File: src/rtl/hex_scan.sv
// hex_scan: multiplexed seven-segment display controller.
// Scans DIGITS common-anode digits with one shared hex decoder, blanks one
// cycle at every digit switch, optionally blanks leading zeros, and takes
// new display values through a one-entry pending buffer that is committed
// only at frame boundaries so a frame never mixes old and new digits.
module hex_scan #(
    parameter int DIGITS          = 4,
    parameter int TICKS_PER_DIGIT = 50000
) (
    input  logic                clk,
    input  logic                reset,
    input  logic [4*DIGITS-1:0] value_in,
    input  logic                load_valid,
    output logic                load_ready,
    input  logic                lz_en,
    output logic [6:0]          seg,
    output logic [DIGITS-1:0]   an,
    output logic                frame_done
);

    localparam int CNT_W = $clog2(TICKS_PER_DIGIT);
    localparam int IDX_W = (DIGITS > 1) ? $clog2(DIGITS) : 1;
    localparam logic [CNT_W-1:0] CNT_LAST = CNT_W'(TICKS_PER_DIGIT - 1);
    localparam logic [IDX_W-1:0] IDX_LAST = IDX_W'(DIGITS - 1);

    logic [CNT_W-1:0]    cnt_q, cnt_d;
    logic [IDX_W-1:0]    idx_q, idx_d;
    logic [4*DIGITS-1:0] disp_q, disp_d;
    logic [4*DIGITS-1:0] pend_q, pend_d;
    logic                pend_full_q, pend_full_d;

    logic                slot_end;
    logic                boundary;
    logic                accept;
    logic [3:0]          nib;
    logic                upper_zero;
    logic                blank;

    // Active-low segment pattern {g,f,e,d,c,b,a} for one hex nibble.
    function automatic logic [6:0] hex7(input logic [3:0] d);
        logic [6:0] s;
        case (d)
            4'h0: s = 7'b1000000;
            4'h1: s = 7'b1111001;
            4'h2: s = 7'b0100100;
            4'h3: s = 7'b0110000;
            4'h4: s = 7'b0011001;
            4'h5: s = 7'b0010010;
            4'h6: s = 7'b0000010;
            4'h7: s = 7'b1111000;
            4'h8: s = 7'b0000000;
            4'h9: s = 7'b0011000;
            4'hA: s = 7'b0001000;
            4'hB: s = 7'b0000011;
            4'hC: s = 7'b1000110;
            4'hD: s = 7'b0100001;
            4'hE: s = 7'b0000110;
            default: s = 7'b0001110;
        endcase
        return s;
    endfunction

    assign slot_end   = (cnt_q == CNT_LAST);
    assign boundary   = slot_end && (idx_q == IDX_LAST);
    assign accept     = load_valid && !pend_full_q;
    assign load_ready = !pend_full_q && !reset;
    assign frame_done = boundary && !reset;

    // Next-state: scan counters, frame-boundary commit and load acceptance.
    // Acceptance needs an empty buffer, so it never collides with a commit.
    always_comb begin
        cnt_d       = slot_end ? '0 : cnt_q + 1'b1;
        idx_d       = idx_q;
        disp_d      = disp_q;
        pend_d      = pend_q;
        pend_full_d = pend_full_q;
        if (slot_end) begin
            idx_d = (idx_q == IDX_LAST) ? '0 : idx_q + 1'b1;
        end
        if (boundary && pend_full_q) begin
            disp_d      = pend_q;
            pend_full_d = 1'b0;
        end
        if (accept) begin
            pend_d      = value_in;
            pend_full_d = 1'b1;
        end
    end

    // State registers; reset discards any pending value.
    always_ff @(posedge clk) begin
        if (reset) begin
            cnt_q       <= '0;
            idx_q       <= '0;
            disp_q      <= '0;
            pend_q      <= '0;
            pend_full_q <= 1'b0;
        end else begin
            cnt_q       <= cnt_d;
            idx_q       <= idx_d;
            disp_q      <= disp_d;
            pend_q      <= pend_d;
            pend_full_q <= pend_full_d;
        end
    end

    // Output decode: select current nibble, decide blanking, drive pins.
    always_comb begin
        nib        = 4'h0;
        upper_zero = 1'b1;
        for (int i = 0; i < DIGITS; i++) begin
            if (idx_q == IDX_W'(i)) begin
                nib = disp_q[4*i +: 4];
            end
            if ((IDX_W'(i) >= idx_q) && (disp_q[4*i +: 4] != 4'h0)) begin
                upper_zero = 1'b0;
            end
        end
        blank = reset || (cnt_q == '0) || (lz_en && (idx_q != '0) && upper_zero);
        seg   = blank ? 7'b1111111 : hex7(nib);
        an    = blank ? '1 : ~(DIGITS'(1) << idx_q);
    end

endmodule

File: config.mk
export PLATFORM = sky130hd
export DESIGN_NAME = hex_scan
export DESIGN_NICKNAME = d
export VERILOG_FILES = /design/src/rtl/hex_scan.sv
export SDC_FILE = /design/constraint.sdc
export NUM_CORES = 1
export LEC_CHECK = 0
export ABC_AREA = 0
export CAP_MARGIN = 20
export CORE_MARGIN = 5
export CORE_UTILIZATION = 39
export DETAILED_ROUTE_END_ITERATION = 10
export PLACE_DENSITY = 0.59
export SLEW_MARGIN = 20
export SYNTH_ARGS = -nofsm -noshare
export SYNTH_HDL_FRONTEND = slang
export SYNTH_SLANG_ARGS = --single-unit
File: constraint.sdc
create_clock -name clk -period 2.7 [get_ports clk]
set_clock_uncertainty 0.05 [all_clocks]
set_input_delay 0.54 -clock clk [delete_from_list [all_inputs] [get_ports clk]]
set_output_delay 0.54 -clock clk [all_outputs]
set_load 0.05 [all_outputs]
==> results of run 1 <==
[area by class of cell]
type                    instances  area (µm²)  share of cell area [%]
repair buffers                 79         778                    20.1
clock buffers                   5        68.8                    1.77
clock inverters                 3        22.5                   0.580
well taps                      80         100                    2.58
flip-flops and latches         51        1030                    26.5
inverters                      12        55.1                    1.42
multi-input cells             247        1830                    47.1
[worst register-to-register path: stages, from the launching register on]
cell and delay (ps):
dfxtp_1 340, buf_4 120, ha_1 220, nand3_4 120, or3_4 430, or3_1 670
nand2_1 180, a21oi_1 70
[cell families after synthesis]
family                     count (synthesis)  synth area share, %
AOI/OAI and AO/OA                         55                 14.2
adders and majority gates                 13                 6.14
and+or+nand+nor                          159                 28.8
buffers and inverters                     30                 5.81
xor gates and xnor gates                  15                 4.96
muxes                                      4                 1.56
DFF                                       51                 38.5
[routing by layer]
| layer | track usage [%] | up-vias |
|---|---|---|
| met5 | 0 | - |
| met3 | 2.60 | 2 |
| met2 | 23.9 | 38 |
| li1 | - | 1239 |
| met4 | 4.46 | 0 |
| met1 | 20.2 | 1062 |
[state kept, by name (all words and copies together), names as in the netlist]
register	flops
idx_q	2
pend_full_q	1
pend_q	16
disp_q	16
cnt_q	16
[synth_stat cells, types with 2 or more instances]
cell	n
nor2b_1	4
nor3b_1	3
o311ai_0	2
xnor2_1	9
nand3_1	6
o21ai_0	3
nand2_1	75
inv_1	12
dfxtp_1	51
a221o_1	4
buf_2	3
a21oi_1	26
nor4_1	5
a211oi_1	4
nand2b_1	2
nand2_2	10
a21oi_2	10
xor2_1	6
nand4_1	3
mux2i_1	3
nand3b_1	3
or3_1	3
clkbuf_1	10
ha_1	13
nor2_1	32
nor3_1	4
[final timing paths]
| check | startpoint | end | slack [ps] | cells after the start |
|---|---|---|---|---|
| hold / removal | disp_q[2] | disp_q[2] | 410 | 2 |
| setup reg to reg | cnt_q[0] | disp_q[15] | 380 | 7 |
| hold reg to reg | disp_q[2] | disp_q[2] | 410 | 2 |
| setup / recovery | idx_q[1] | seg[3] | -390 | 9 |
[where the power goes]
| group | leakage, nW | switching, W | internal, W | total (W) |
|---|---|---|---|---|
| sequential | 0.416 | 0.0000111 | 0.000768 | 0.000779 |
| combinational | 0.969 | 0.000110 | 0.0000943 | 0.000204 |
| clock | 0.0489 | 0.000261 | 0.000188 | 0.000449 |
[per-stage QoR]
step,setup WS (ps),instance area [µm²]
global route,-493,3880
CTS,-395,3760
finish,-394,3880
detailed placement,-423,3340
global placement,-404,3340
floorplan,-288,2790
[timing repair]
action | in CTS | in global routing
pin swaps | 11 | 8
gates resized for setup | 60 | 22
setup endpoints to repair | 10 | 11
endpoints found under the hold margin | 0 | 0
setup buffers | 9 | 4
gates cloned | 1 | 0
==> qor.yml, run 1 <==
outcome:
  status: "finished with violations"
  violations: "negative setup slack"
synth:
  yosysTopAreaCellShare_pct: 38.5
  syn_inst: 327
  synthDistinctLibCells: 47
  ys_async_sr_fraction_pct: 0
  synth_top_flop_cell: "dfxtp_1"
  yosysWarnings: 0
  yosys-top-cells-area: "dfxtp_1 (39%), nand2_1 (11%), ha_1 (6.1%)"
  synth_nets: 360
  syn_avg_cell_area_um2: 8.10
  synth_area_um2: 2650
  synth_seq_cells: 51
  synth_top_area_cell: "dfxtp_1"
  synth_enable_flop_cells: 0
  seq_area_frac_synth_pct: 38.5
critical_path:
  worst_setup_path_end_kind: "output pin"
  cp_num_buf_inv: 2
  crit_arrival_ps: 2500
  max_stage_delay_ps: 400
  path_max_fanout: 7
  path_delay_family: "compound AO/OA/AOI/OAI gates"
  cpMostUsedCell: "ha_4"
  critPathRequiredTime_ps: 2110
  cp_slowest_cell: "dfxtp_4"
  crit_path_cell_trace: "inv_4 > ha_4 > nand3b_1 > a221o_1 > ha_4 > mux2_4 > a21oi_4 > o21ai_4 > buf_6"
  worst-setup-path-type: "reg -> out"
  start_kind: "flip-flop"
floorplan:
  die_h_um: 92.4
  pin_count: 33
  core_area_um2: 6720
  dieArea_um2: 8540
  dieWidth_um: 92.4
  rows: 30
  start_util_pct: 39.4
worst_hold_path:
  hold_class: "reg -> reg"
cells_and_area:
  drive_gt1_share_pct: 35.3
  final_nets: 429
  layout_common_cells: "nand2_1 (71), dfxtp_1 (49), buf_4 (34)"
  final_core_util_pct: 57.8
  layout.cells.non_filler: 477
  diodes: 0
  mostFrequentLayoutCell: "nand2_1"
  syn2layout_area_growth_pct: 46.5
  final.fill_count: 612
global_route:
  track_usage_pct: 14.8
  antenna_found_initial: 0
  grt_first_pass_wirelength_um: 10300
  grt_overflow: 0
  grt_max_degree: 40
  grt_pass1_vias: 2206
drt:
  dr_wl_met3_um: 204
  drtAntennaViolNets: 0
  drc_errors: 0
  wl_per_cell_um: 13.0
  dr.pass1.iters: 4
  via_count: 2341
  routed-wl-met2_um: 2870
  top_layer: "met4"
  via_per_inst: 4.91
  drt_wl_total_um: 6200
  drt_iter0_markers: 95
  met1_length_um: 3080
sta:
  worst_pin_slew_ps: 718
  setup_viol: 10
  fin_hold_ws_ps: 410
  fin_crit_sh_pct: 115
  relSlewSlack_pct: 52.2
  finalWorstSetupSlack_ps: -394
  fin_crit_ps: 3090
  hold_violations: 0
  timing.fmax_mhz: 323
  slew_violations: 0
  tns_ps: -2580
  rsz0062_at_grt: "yes"
clock_network:
  root_buffer: "clkbuf_8"
  cts_buffers: 5
  clk_latency_ps: 300
  cts_sinks: 51
  cts_tree: "built"
  clk_path_buf_depth: 2
  path_clk_slew_ps: 100
  cts_hold_buf: 0
  htree_num_levels: 2
place:
  io_buffers: 32
  placedCellCount: 455
  place.gp.congestion: 0.801
  dp_hpwl_um: 4210
power:
  ir_drop_mv: 0.320
  total_power_w: 0.00143
  p_per_area_nw_per_um2: 369
  p_leak_nw: 1.43
job:
  maxCapViolCount: 0
(Power assumes the default switching activity.)
==> run 2, diff against run 1 <==
--- a/config.mk
+++ b/config.mk
@@ -7,6 +7,7 @@
 export LEC_CHECK = 0
 export ABC_AREA = 0
 export CAP_MARGIN = 20
+export CORE_ASPECT_RATIO = 1.25
 export CORE_MARGIN = 5
 export CORE_UTILIZATION = 39
 export DETAILED_ROUTE_END_ITERATION = 10
==> qor.yml, run 2 (same netlist as run 1, synthesis figures left out) <==
outcome:
  status: "finished with violations"  # unchanged
  violations: "negative setup slack"  # unchanged
global_route:
  grt_pass1_vias: 2152  # was 2206
  grt_first_pass_wirelength_um: 9600  # was 10300 µm
  gr-usage-met3_pct: 2.34  # was 2.60%
  met1_usage_pct: 16.7  # was 20.2%
  grtUsageMet2_pct: 23.6  # was 23.9%
  antenna_found_initial: 0  # unchanged
  grt.busiest_layer: "met2"  # unchanged
  grt_max_degree: 40  # unchanged
  track_usage_pct: 13.6  # was 14.8%
  grt_overflow: 0  # unchanged
power:
  seq_power_share_pct: 51.8  # was 54.4%
  p_per_area_nw_per_um2: 396  # was 369 nW/µm²
  p_leak_nw: 1.41  # was 1.43 nW
  ir_drop_mv: 0.412  # was 0.320 mV
  clkPwrFrac_pct: 34.7  # was 31.4%
  swShare_pct: 24.4  # was 26.7%
  comb_power_share_pct: 13.5  # was 14.2%
  intPower_w: 0.00114  # was 0.00105 W
  p_switching_w: 0.000366  # was 0.000382 W
cells_and_area:
  layout_common_cells: "nand2_1 (71), dfxtp_1 (49), buf_4 (33)"  # was nand2_1 (71), dfxtp_1 (49), buf_4 (34)
  reg.largest.list: "cnt_q: 16 flops, disp_q: 16 flops, pend_q: 16 flops"  # unchanged
  syn2layout_area_growth_pct: 43.2  # was 46.5%
  drive_gt1_share_pct: 33.8  # was 35.3%
  final_nets: 422  # was 429
  mostFrequentLayoutCell: "nand2_1"  # unchanged
  diodes: 0  # unchanged
  final.fill_count: 620  # was 612
drt:
  drtAntennaViolNets: 0  # unchanged
  wl_per_cell_um: 12.1  # was 13.0 µm
  via_per_inst: 4.85  # was 4.91
  drt_iter0_markers: 64  # was 95
  via_count: 2312  # was 2341
  dr.pass1.iters: 4  # unchanged
  drt_wl_total_um: 5770  # was 6200 µm
  drc_errors: 0  # unchanged
critical_path:
  worst_setup_path_end_kind: "output pin"  # unchanged
  start_kind: "flip-flop"  # unchanged
  crit_path_cell_trace: "buf_4 > ha_4 > buf_6 > buf_4 > a221o_2 > buf_6 > xnor2_2 > nor2_2 > o31ai_4 > buf_6"  # was inv_4 > ha_4 > nand3b_1 > a221o_1 > ha_4 > mux2_4 > a21oi_4 > o21ai_4 > buf_6
  cpMostUsedCell: "buf_6"  # was ha_4
  r2r_start: "cnt_q[0]"  # unchanged
  max_stage_delay_ps: 460  # was 400 ps
  path_delay_family: "buffers and inverters"  # was compound AO/OA/AOI/OAI gates
  path_max_fanout: 7  # unchanged
  r2r_cells: 7  # unchanged
  cp_slowest_cell: "a221o_2"  # was dfxtp_4
  r2r-end: "disp_q[2]"  # was disp_q[15]
  crit_arrival_ps: 2510  # was 2500 ps
  critPathRequiredTime_ps: 2110  # about the same
  rrSetupSlack_ps: 360  # was 380 ps
  cp_num_buf_inv: 5  # was 2
  worst-setup-path-type: "reg -> out"  # unchanged
sta:
  hold_violations: 0  # unchanged
  relSlewSlack_pct: 52.4  # was 52.2%
  worst_pin_slew_ps: 714  # was 718 ps
  slew_violations: 0  # unchanged
  finalWorstSetupSlack_ps: -405  # was -394 ps
  rsz0062_at_grt: "yes"  # unchanged
  fin_crit_sh_pct: 115  # about the same
  fin_crit_ps: 3100  # was 3090 ps
  fin_hold_ws_ps: 405  # was 410 ps
  timing.fmax_mhz: 322  # was 323 MHz
  setup_viol: 10  # unchanged
clock_network:
  cts_tree: "built"  # unchanged
  clk_latency_ps: 300  # about the same
  path_clk_slew_ps: 90  # was 100 ps
  htree_num_levels: 2  # unchanged
  root_buffer: "clkbuf_8"  # unchanged
  clk_path_buf_depth: 2  # unchanged
  cts_sinks: 51  # unchanged
  cts_buffers: 5  # unchanged
place:
  place.gp.congestion: 0.855  # was 0.801
  post-place-ws_ps: -410  # was -423 ps
  io_buffers: 32  # unchanged
  dp_hpwl_um: 4250  # was 4210 µm
worst_hold_path:
  worstHoldEndpoint: "disp_q[0]"  # was disp_q[2]
  holdCritStartpoint: "disp_q[0]"  # was disp_q[2]
  hold_class: "reg -> reg"  # unchanged
  whs_path_depth: 2  # unchanged
floorplan:
  dieArea_um2: 8550  # was 8540 µm²
  die_h_um: 102  # was 92.4 µm
  pin_count: 33  # unchanged
  core_area_um2: 6610  # was 6720 µm²
  start_util_pct: 40.1  # was 39.4%
  rows: 33  # was 30
  dieWidth_um: 83.7  # was 92.4 µm
job:
  maxCapViolCount: 0  # unchanged
[run 2: worst max-delay path by stage]
| stage | from | end | slack [ps] | cells past startpoint |
|---|---|---|---|---|
| detailed placement | lz_en | seg[2] | -410 | 6 |
| global route | idx_q[1] | seg[1] | -510 | 9 |
| global placement | lz_en | seg[1] | -390 | 6 |
| CTS | idx_q[1] | seg[1] | -440 | 9 |
| floorplan | idx_q[1] | seg[1] | -290 | 9 |
| finish | idx_q[1] | seg[0] | -400 | 10 |
[run 2: repair_timing]
action,CTS,global route
setup buffers,3,7
hold buffers,0,0
endpoints found under the setup margin,10,11
pin swaps,10,10
resized for setup,37,26
[run 2: tightest hold or removal path: stages (launching register included)]
cell and delay, ps:
dfxtp_1 320, nand2_1 50, a21oi_1 50
[run 2: metrics by stage]
step	instances	instance area, µm²	util, %	setup TNS [ps]	power [W]
after detailed placement	460	3350	50.7	-3640	0.000992
after CTS	470	3600	54.6	-2580	0.00153
after global placement	460	3350	50.7	-3500	0.000990
final	477	3790	57.4	-2640	0.00150
after global routing	477	3790	57.4	-3490	0.00157
after floorplan	327	2790	-	-991	0.000907
[run 2: power groups by stage]
stage / clock network (W) / logic (W) / registers (W)
2_1_floorplan: 0 / 0.000110 / 0.000797
3_3_place_gp: 0 / 0.000192 / 0.000798
3_5_place_dp: 0 / 0.000194 / 0.000798
4_1_cts: 0.000546 / 0.000201 / 0.000779
5_1_grt: 0.000570 / 0.000219 / 0.000781
6_report: 0.000521 / 0.000203 / 0.000779
[run 2: per-layer routing]
metal	routed length [µm]	share of wire (%)	vias to the layer above
met5	0	0	-
met2	2760	48	32
met4	118	2.0	0
li1	-	-	1218
met1	2700	47	1054
met3	185	3.2	8
[run 2: layout make-up]
| class | count | area [µm²] | share of cell area (%) |
|---|---|---|---|
| clock buffer | 5 | 68.8 | 1.81 |
| clock inverter | 3 | 43.8 | 1.15 |
| inverter | 12 | 50.0 | 1.32 |
| multi-input combinational | 246 | 1770 | 46.7 |
| sequential | 51 | 1030 | 27.1 |
| tap | 87 | 109 | 2.87 |
| timing repair buffer | 73 | 723 | 19.1 |
